==> src/rtl/instr_fetch_unit.sv <==
// Single-outstanding instruction fetch unit: IDLE/REQ/WAIT request FSM feeding one output slot.
// Optional one-entry skid buffer behind macro FETCH_SKID_EN (off by default).
module instr_fetch_unit (
    input  logic        clk,
    input  logic        reset,
    input  logic [31:0] pc_in,
    input  logic        flush,
    input  logic        id_ready,
    output logic        im_req,
    output logic [31:0] im_addr,
    input  logic        im_gnt,
    input  logic        im_rvalid,
    input  logic [31:0] im_rdata,
    output logic        im_stall,
    output logic        if_valid,
    output logic [31:0] if_pc,
    output logic [31:0] if_inst
);

    localparam logic [31:0] NOP = 32'h0000_0013;

    typedef enum logic [1:0] {
        ST_IDLE = 2'd0,
        ST_REQ  = 2'd1,
        ST_WAIT = 2'd2
    } state_t;

    state_t      state_q, state_d;
    logic        kill_q, kill_d;
    logic [31:0] req_pc_q, req_pc_d;
    logic        if_valid_q, if_valid_d;
    logic [31:0] if_pc_q, if_pc_d;
    logic [31:0] if_inst_q, if_inst_d;
    logic        deliver;
    logic        fire;

    // A return counts only in WAIT, so stray or post-reset rvalids are ignored.
    assign deliver = (state_q == ST_WAIT) & im_rvalid & ~kill_q & ~flush;
    assign fire    = im_req & im_gnt;
    assign im_addr = pc_in;
    assign im_stall = (state_q == ST_IDLE) | (~flush & ~deliver);

    assign if_valid = if_valid_q;
    assign if_pc    = if_pc_q;
    assign if_inst  = if_inst_q;

`ifdef FETCH_SKID_EN
    logic        skid_valid_q, skid_valid_d;
    logic [31:0] skid_pc_q, skid_pc_d;
    logic [31:0] skid_inst_q, skid_inst_d;

    assign im_req = (state_q == ST_REQ) & ~skid_valid_q & ~flush;

    always_comb begin
        if_valid_d   = if_valid_q;
        if_pc_d      = if_pc_q;
        if_inst_d    = if_inst_q;
        skid_valid_d = skid_valid_q;
        skid_pc_d    = skid_pc_q;
        skid_inst_d  = skid_inst_q;
        if (flush) begin
            if_valid_d   = 1'b0;
            skid_valid_d = 1'b0;
        end else if (deliver) begin
            if (if_valid_q & ~id_ready) begin
                skid_valid_d = 1'b1;
                skid_pc_d    = req_pc_q;
                skid_inst_d  = im_rdata;
            end else begin
                if_valid_d = 1'b1;
                if_pc_d    = req_pc_q;
                if_inst_d  = im_rdata;
            end
        end else if (id_ready) begin
            if (skid_valid_q) begin
                if_valid_d   = 1'b1;
                if_pc_d      = skid_pc_q;
                if_inst_d    = skid_inst_q;
                skid_valid_d = 1'b0;
            end else begin
                if_valid_d = 1'b0;
            end
        end
    end

    always_ff @(posedge clk or negedge reset) begin
        if (!reset) begin
            skid_valid_q <= 1'b0;
            skid_pc_q    <= 32'h0;
            skid_inst_q  <= NOP;
        end else begin
            skid_valid_q <= skid_valid_d;
            skid_pc_q    <= skid_pc_d;
            skid_inst_q  <= skid_inst_d;
        end
    end
`else
    // Requests only go out when the slot will be free, so a return always has room.
    assign im_req = (state_q == ST_REQ) & (~if_valid_q | id_ready) & ~flush;

    always_comb begin
        if_valid_d = if_valid_q;
        if_pc_d    = if_pc_q;
        if_inst_d  = if_inst_q;
        if (deliver) begin
            if_valid_d = 1'b1;
            if_pc_d    = req_pc_q;
            if_inst_d  = im_rdata;
        end else if (flush | id_ready) begin
            if_valid_d = 1'b0;
        end
    end
`endif

    always_comb begin
        state_d  = state_q;
        kill_d   = kill_q;
        req_pc_d = req_pc_q;
        case (state_q)
            ST_IDLE: state_d = ST_REQ;
            ST_REQ: begin
                if (fire) begin
                    state_d  = ST_WAIT;
                    req_pc_d = pc_in;
                end
            end
            ST_WAIT: begin
                // Flush before the data returns leaves a kill mark for the stale word.
                if (im_rvalid) begin
                    state_d = ST_REQ;
                    kill_d  = 1'b0;
                end else if (flush) begin
                    kill_d = 1'b1;
                end
            end
            default: state_d = ST_IDLE;
        endcase
    end

    always_ff @(posedge clk or negedge reset) begin
        if (!reset) begin
            state_q    <= ST_IDLE;
            kill_q     <= 1'b0;
            req_pc_q   <= 32'h0;
            if_valid_q <= 1'b0;
            if_pc_q    <= 32'h0;
            if_inst_q  <= NOP;
        end else begin
            state_q    <= state_d;
            kill_q     <= kill_d;
            req_pc_q   <= req_pc_d;
            if_valid_q <= if_valid_d;
            if_pc_q    <= if_pc_d;
            if_inst_q  <= if_inst_d;
        end
    end

endmodule

==> config.mk <==
export PLATFORM = sky130hd
export DESIGN_NAME = instr_fetch_unit
export DESIGN_NICKNAME = d
export VERILOG_FILES = /design/src/rtl/instr_fetch_unit.sv
export SDC_FILE = /design/constraint.sdc
export NUM_CORES = 1
export LEC_CHECK = 0
export BUFFER_PORTS_ARGS = -buffer_cell sky130_fd_sc_hd__buf_4
export CORE_MARGIN = 2
export CORE_UTILIZATION = 30
export DETAILED_ROUTE_END_ITERATION = 8
export PLACE_DENSITY = 0.66
export SYNTH_ARGS = -nofsm -noshare
export SYNTH_HDL_FRONTEND = slang
export SYNTH_SLANG_ARGS = --single-unit
==> constraint.sdc <==
create_clock -name clk -period 2.81 [get_ports clk]
set_input_delay 0 -clock clk [delete_from_list [all_inputs] [get_ports clk]]
set_output_delay 0 -clock clk [all_outputs]
set_load 0.01 [all_outputs]
* After elaboration in Yosys (flattened, before gate mapping)
Index checks and enable logic that the tools add are counted.
** Word-level totals
- Register bits after elaboration :: 100
- Input port bits :: 70
- Logic and storage cells :: 37
** Cells by class
- Multiplexer cells :: 7
- Equality and inequality tests :: 4
- Bitwise gates (word level) :: 14
- Reductions and logical operators :: 6
** Operator list (number)
- AND 1 bit :: 7
- one-hot mux 2 bit (3 select lines) :: 1
- AND reduction 2 bit :: 3
- 2-to-1 mux 1 bit :: 4
- 2-to-1 mux 2 bit :: 2
- != test 2 bit (second input constant) :: 2
- NOT 1 bit :: 4
- nonzero test 2 bit :: 2
- OR 1 bit :: 3
- == test 2 x 1 -> 1 bit (second input constant) :: 1
- == test 2 bit (second input constant) :: 1
- logical NOT 2 bit :: 1

* Depth between registers and ports, before layout
- Depth in word-level cells :: 7
- Gate-level depth with buffers :: 5
- Gate-level depth less buffers :: 3

* Worst setup path before layout
OpenSTA, ideal clock, no wires.
- Path kind :: register -> register
- Start :: reg state_q[0]
- End :: reg if_inst_q[13] (netlist: if_inst[13])
- Cell stages (with the launch flop) :: 6
- Library setup time :: 127 ps
- Slack :: 1342 ps
- Clock period less this slack :: 1468 ps
- Data arrival time :: 1341 ps
- Buffers on the path :: 2
- Required time :: 2683 ps
- Cells stage by stage :: dfrtp_1 > nand2b_1 > nor3_2 > buf_6 > buf_6 > mux2_1
** Between the ends
- Longest elaborated chain between the ends :: 4
** RTL lines
- start, declared :: RTL line 28 : state_t state_q, state_d;
- start signal, assigned :: RTL line 149 : state_q <= state_d;
- == test 2 bit :: RTL line 38 : assign deliver = (state_q == ST_WAIT) & im_rvalid & ~kill_q & ~flush;
- AND 1 bit (3 in a row) :: RTL line 38
- end signal, assigned :: RTL line 154 : if_inst_q <= if_inst_d;
- end, declared :: RTL line 33 : logic [31:0] if_inst_q, if_inst_d;
Every way passes these cells.
A chain may end at the register's enable or synchronous reset.

* Worst setup path after layout
- Start :: reg state_q[0]
- End :: reg if_valid_q (netlist: if_valid)
** Between the ends
- Longest elaborated chain between the ends :: 5
- Elaborated cells between the ends (all ways) :: 6
** RTL lines
- == test 2 bit * :: RTL line 38
- AND 1 bit * (3 in a row) :: RTL line 38
- 2-to-1 mux 1 bit / nonzero test 2 bit (equally long branches)
- end signal, assigned :: RTL line 152 : if_valid_q <= if_valid_d;
- end, declared :: RTL line 31 : logic if_valid_q, if_valid_d;
Every way passes the cells marked *; elsewhere a longest branch is shown, timed or not.

==> impl_metrics.yaml <==
status:
  status: "complete, no violations"
drt:
  wirelength_mm: 9.07
  wl_per_cell_um: 14.1
  drc: 0
  drtIter0Drc: 105
  via_per_inst: 4.32
  vias: 2784
  ant_nets: 0
  drt_pass1_iterations: 2
critical_path:
  crit_path_end_kind: "register"
  critPathSlowestCell: "dlygate4sd3_1"
  cp_cell_sequence: "nand2b_1, nor3_4, buf_4, o21bai_1, dlygate4sd3_1"
  worstPathRequired_ns: 3.09
  max_stage_delay_ns: 0.56
  cpLargestDelayFamily: "buffers and inverters"
  critPathLaunchType: "register"
  crit_type: "reg2reg"
  crit_buf_inv: 2
  critPathArrivalTime_ns: 2.26
  cp_max_fo: 28
hold_path:
  min_path_type: "in2reg"
logic_synthesis:
  ys_seq_area_share_pct: 62.3
  synthesis.instances: 255
  synth.cell_area_um2: 4020
  synthSimpleGateAreaFrac_pct: 1.68
  synthMuxAreaShare_pct: 26.9
  synth_top_family_by_area: "multiplexers"
  synth_warnings: 0
  syn_avg_cell_area_um2: 15.8
  synthAdderAreaFrac_pct: 0
  synth_nets: 325
  synthXorXnorAreaFrac_pct: 0
  ys_types: 19
  synth-compound-area-share_pct: 0.840
  synth_seq_cells: 100
clock_network:
  cts_setup_buffers: 0
  clock-sinks: 100
  cts.htree.levels: 3
  clk_pin_slew_ns: 0.06
  clock_latency_ns: 0.34
  clock-root-buffer: "clkbuf_16"
  cts_buffer_depth: 2
  tritoncts: "done"
  numCtsBuffers: 9
pwr:
  max-vdd-ir-drop_mv: 0.305
  p_leak_nw: 3.07
  power.density_nw_per_um2: 772
  power_mw: 4.78
floorplanning:
  initial_core_util_pct: 30.5
  die_area_um2: 14300
  rows: 42
  die_h_um: 120
  core_um2: 13200
  die_w_um: 120
  ios: 169
sta:
  period_share_pct: 70.7
  grt_setup_unrepaired: "false"
  slew_violations: 0
  fin_skew_ns: 0.00493
  min_period_ns: 1.99
  fmax_mhz: 503
  relSlewSlack_pct: 57.1
  setup_tns_ns: 0
  hold_viol_final: 0
  setup_viol: 0
  worst_slew_pin_slew_ns: 0.644
global_route:
  grt_pass1_vias: 3069
  grt_usage_pct: 13.2
  grt_pass1_wl_mm: 14.8
  antenna_found_initial: 0
  overflow: 0
  grt_max_degree: 53
placement:
  placed_area_um2: 5230
  dp_hpwl_mm: 5.95
  place.gp.congestion: 0.655
  io_buffer_count: 168
cells_and_area:
  layout-drive-gt1-share_pct: 45.0
  nets: 535
  syn2layout_area_growth_pct: 54.2
  final_util_pct: 47.0
  fin_area_um2: 6200
  diodes: 0
run:
  drv_cap: 0
worst paths after layout:
path | slack [ns] | end | cells past startpoint | from
max in group asynchronous | 1.89 | if_inst[28] | 3 | reset
worst max register to register | 0.82 | if_valid | 5 | state_q[0]
worst max-delay path | 0.82 | if_valid | 5 | state_q[0]
min in group asynchronous | 0.22 | req_pc_q[25] | 2 | reset
worst min-delay path | 0.20 | state_q[1] | 4 | im_gnt
worst min register to register | 0.48 | if_pc[8] | 1 | req_pc_q[8]
layout by cell type (no fill, tap or decap), drive strengths merged:
cell type    Yosys  layout
o21bai           1       1
clkinv           0       1
and2             1       1
dlygate4sd3      0      68
clkbuf           0      14
dfstp            3       3
buf             42     173
nor3             1       1
nor2b            1       1
dfrtp           97      97
nand4            1       1
a21oi            2       2
inv              1       1
o21ai            2       2
nand2b           3       3
mux2            96      96
o22ai            1       1
and3             1       1
nor2             2       2
repair_timing:
| action | 4_1_cts | 5_1_grt |
|---|---|---|
| resized for setup | 0 | 0 |
| setup endpoints to repair | 0 | 0 |
| hold buffers | 68 | 0 |
| endpoints found under the hold margin | 112 | 0 |
flip-flops by register name (all words and copies together) (netlist names):
signal,cells
if_valid,1
if_pc,32
if_inst,32
req_pc_q,32
kill_q,1
state_q,2
metal layers:
metal  global-route usage (%)  routed length, µm  part of all wire, %
met5                        0                  0                    0
met4                     7.13                330                  3.6
met3                     3.42                479                  5.3
met2                     22.4               4710                   52
met1                     15.2               3550                   39
worst min-delay path, cell delays in order:
cell     delay [ns]
buf_4          0.08
nand4_2        0.10
buf_4          0.23
o21ai_0        0.09
layout make-up:
class	instances	area, µm²
inverter	1	3.75
sequential	100	2510
tap	176	220
clock buffer	14	284
fill	1175	6990
timing repair buffer	241	1990
clock inverter	1	5.00
multi-input combinational	112	1190
where the power goes:
part | internal, mW | total, mW | switching, mW
Sequential | 1.95 | 2.21 | 0.263
Clock | 0.691 | 1.18 | 0.494
Combinational | 0.848 | 1.39 | 0.545
Yosys cell counts:
master | number | share of area, %
and3_1 | 1 | 0.16
nand4_2 | 1 | 0.31
nand2b_1 | 3 | 0.47
o21bai_1 | 1 | 0.19
nor2_1 | 2 | 0.19
mux2_1 | 77 | 22
o22ai_1 | 1 | 0.16
dfstp_2 | 3 | 2.0
nor2b_1 | 1 | 0.16
nor3_2 | 1 | 0.25
a21oi_1 | 2 | 0.25
dfrtp_1 | 97 | 60
buf_6 | 6 | 1.7
inv_1 | 1 | 0.093
o21ai_0 | 2 | 0.25
buf_2 | 4 | 0.50
and2_1 | 1 | 0.16
buf_4 | 32 | 6.0
mux2_2 | 19 | 5.3
through the flow:
step	instances	hold slack (ns)	setup WS, ns
after floorplan	255	-0.296	1.34
after detailed placement	562	0.0615	1.03
final	645	0.202	0.822
after global routing	645	0.237	0.681
after global placement	562	0.0545	1.10
after CTS	645	0.191	0.798
cell families after synthesis:
group / count (synthesis)
and+or+nand+nor: 10
DFF: 100
AOI/OAI and AO/OA: 6
muxes: 96
buffers and inverters: 43
(Power assumes the default switching activity.)
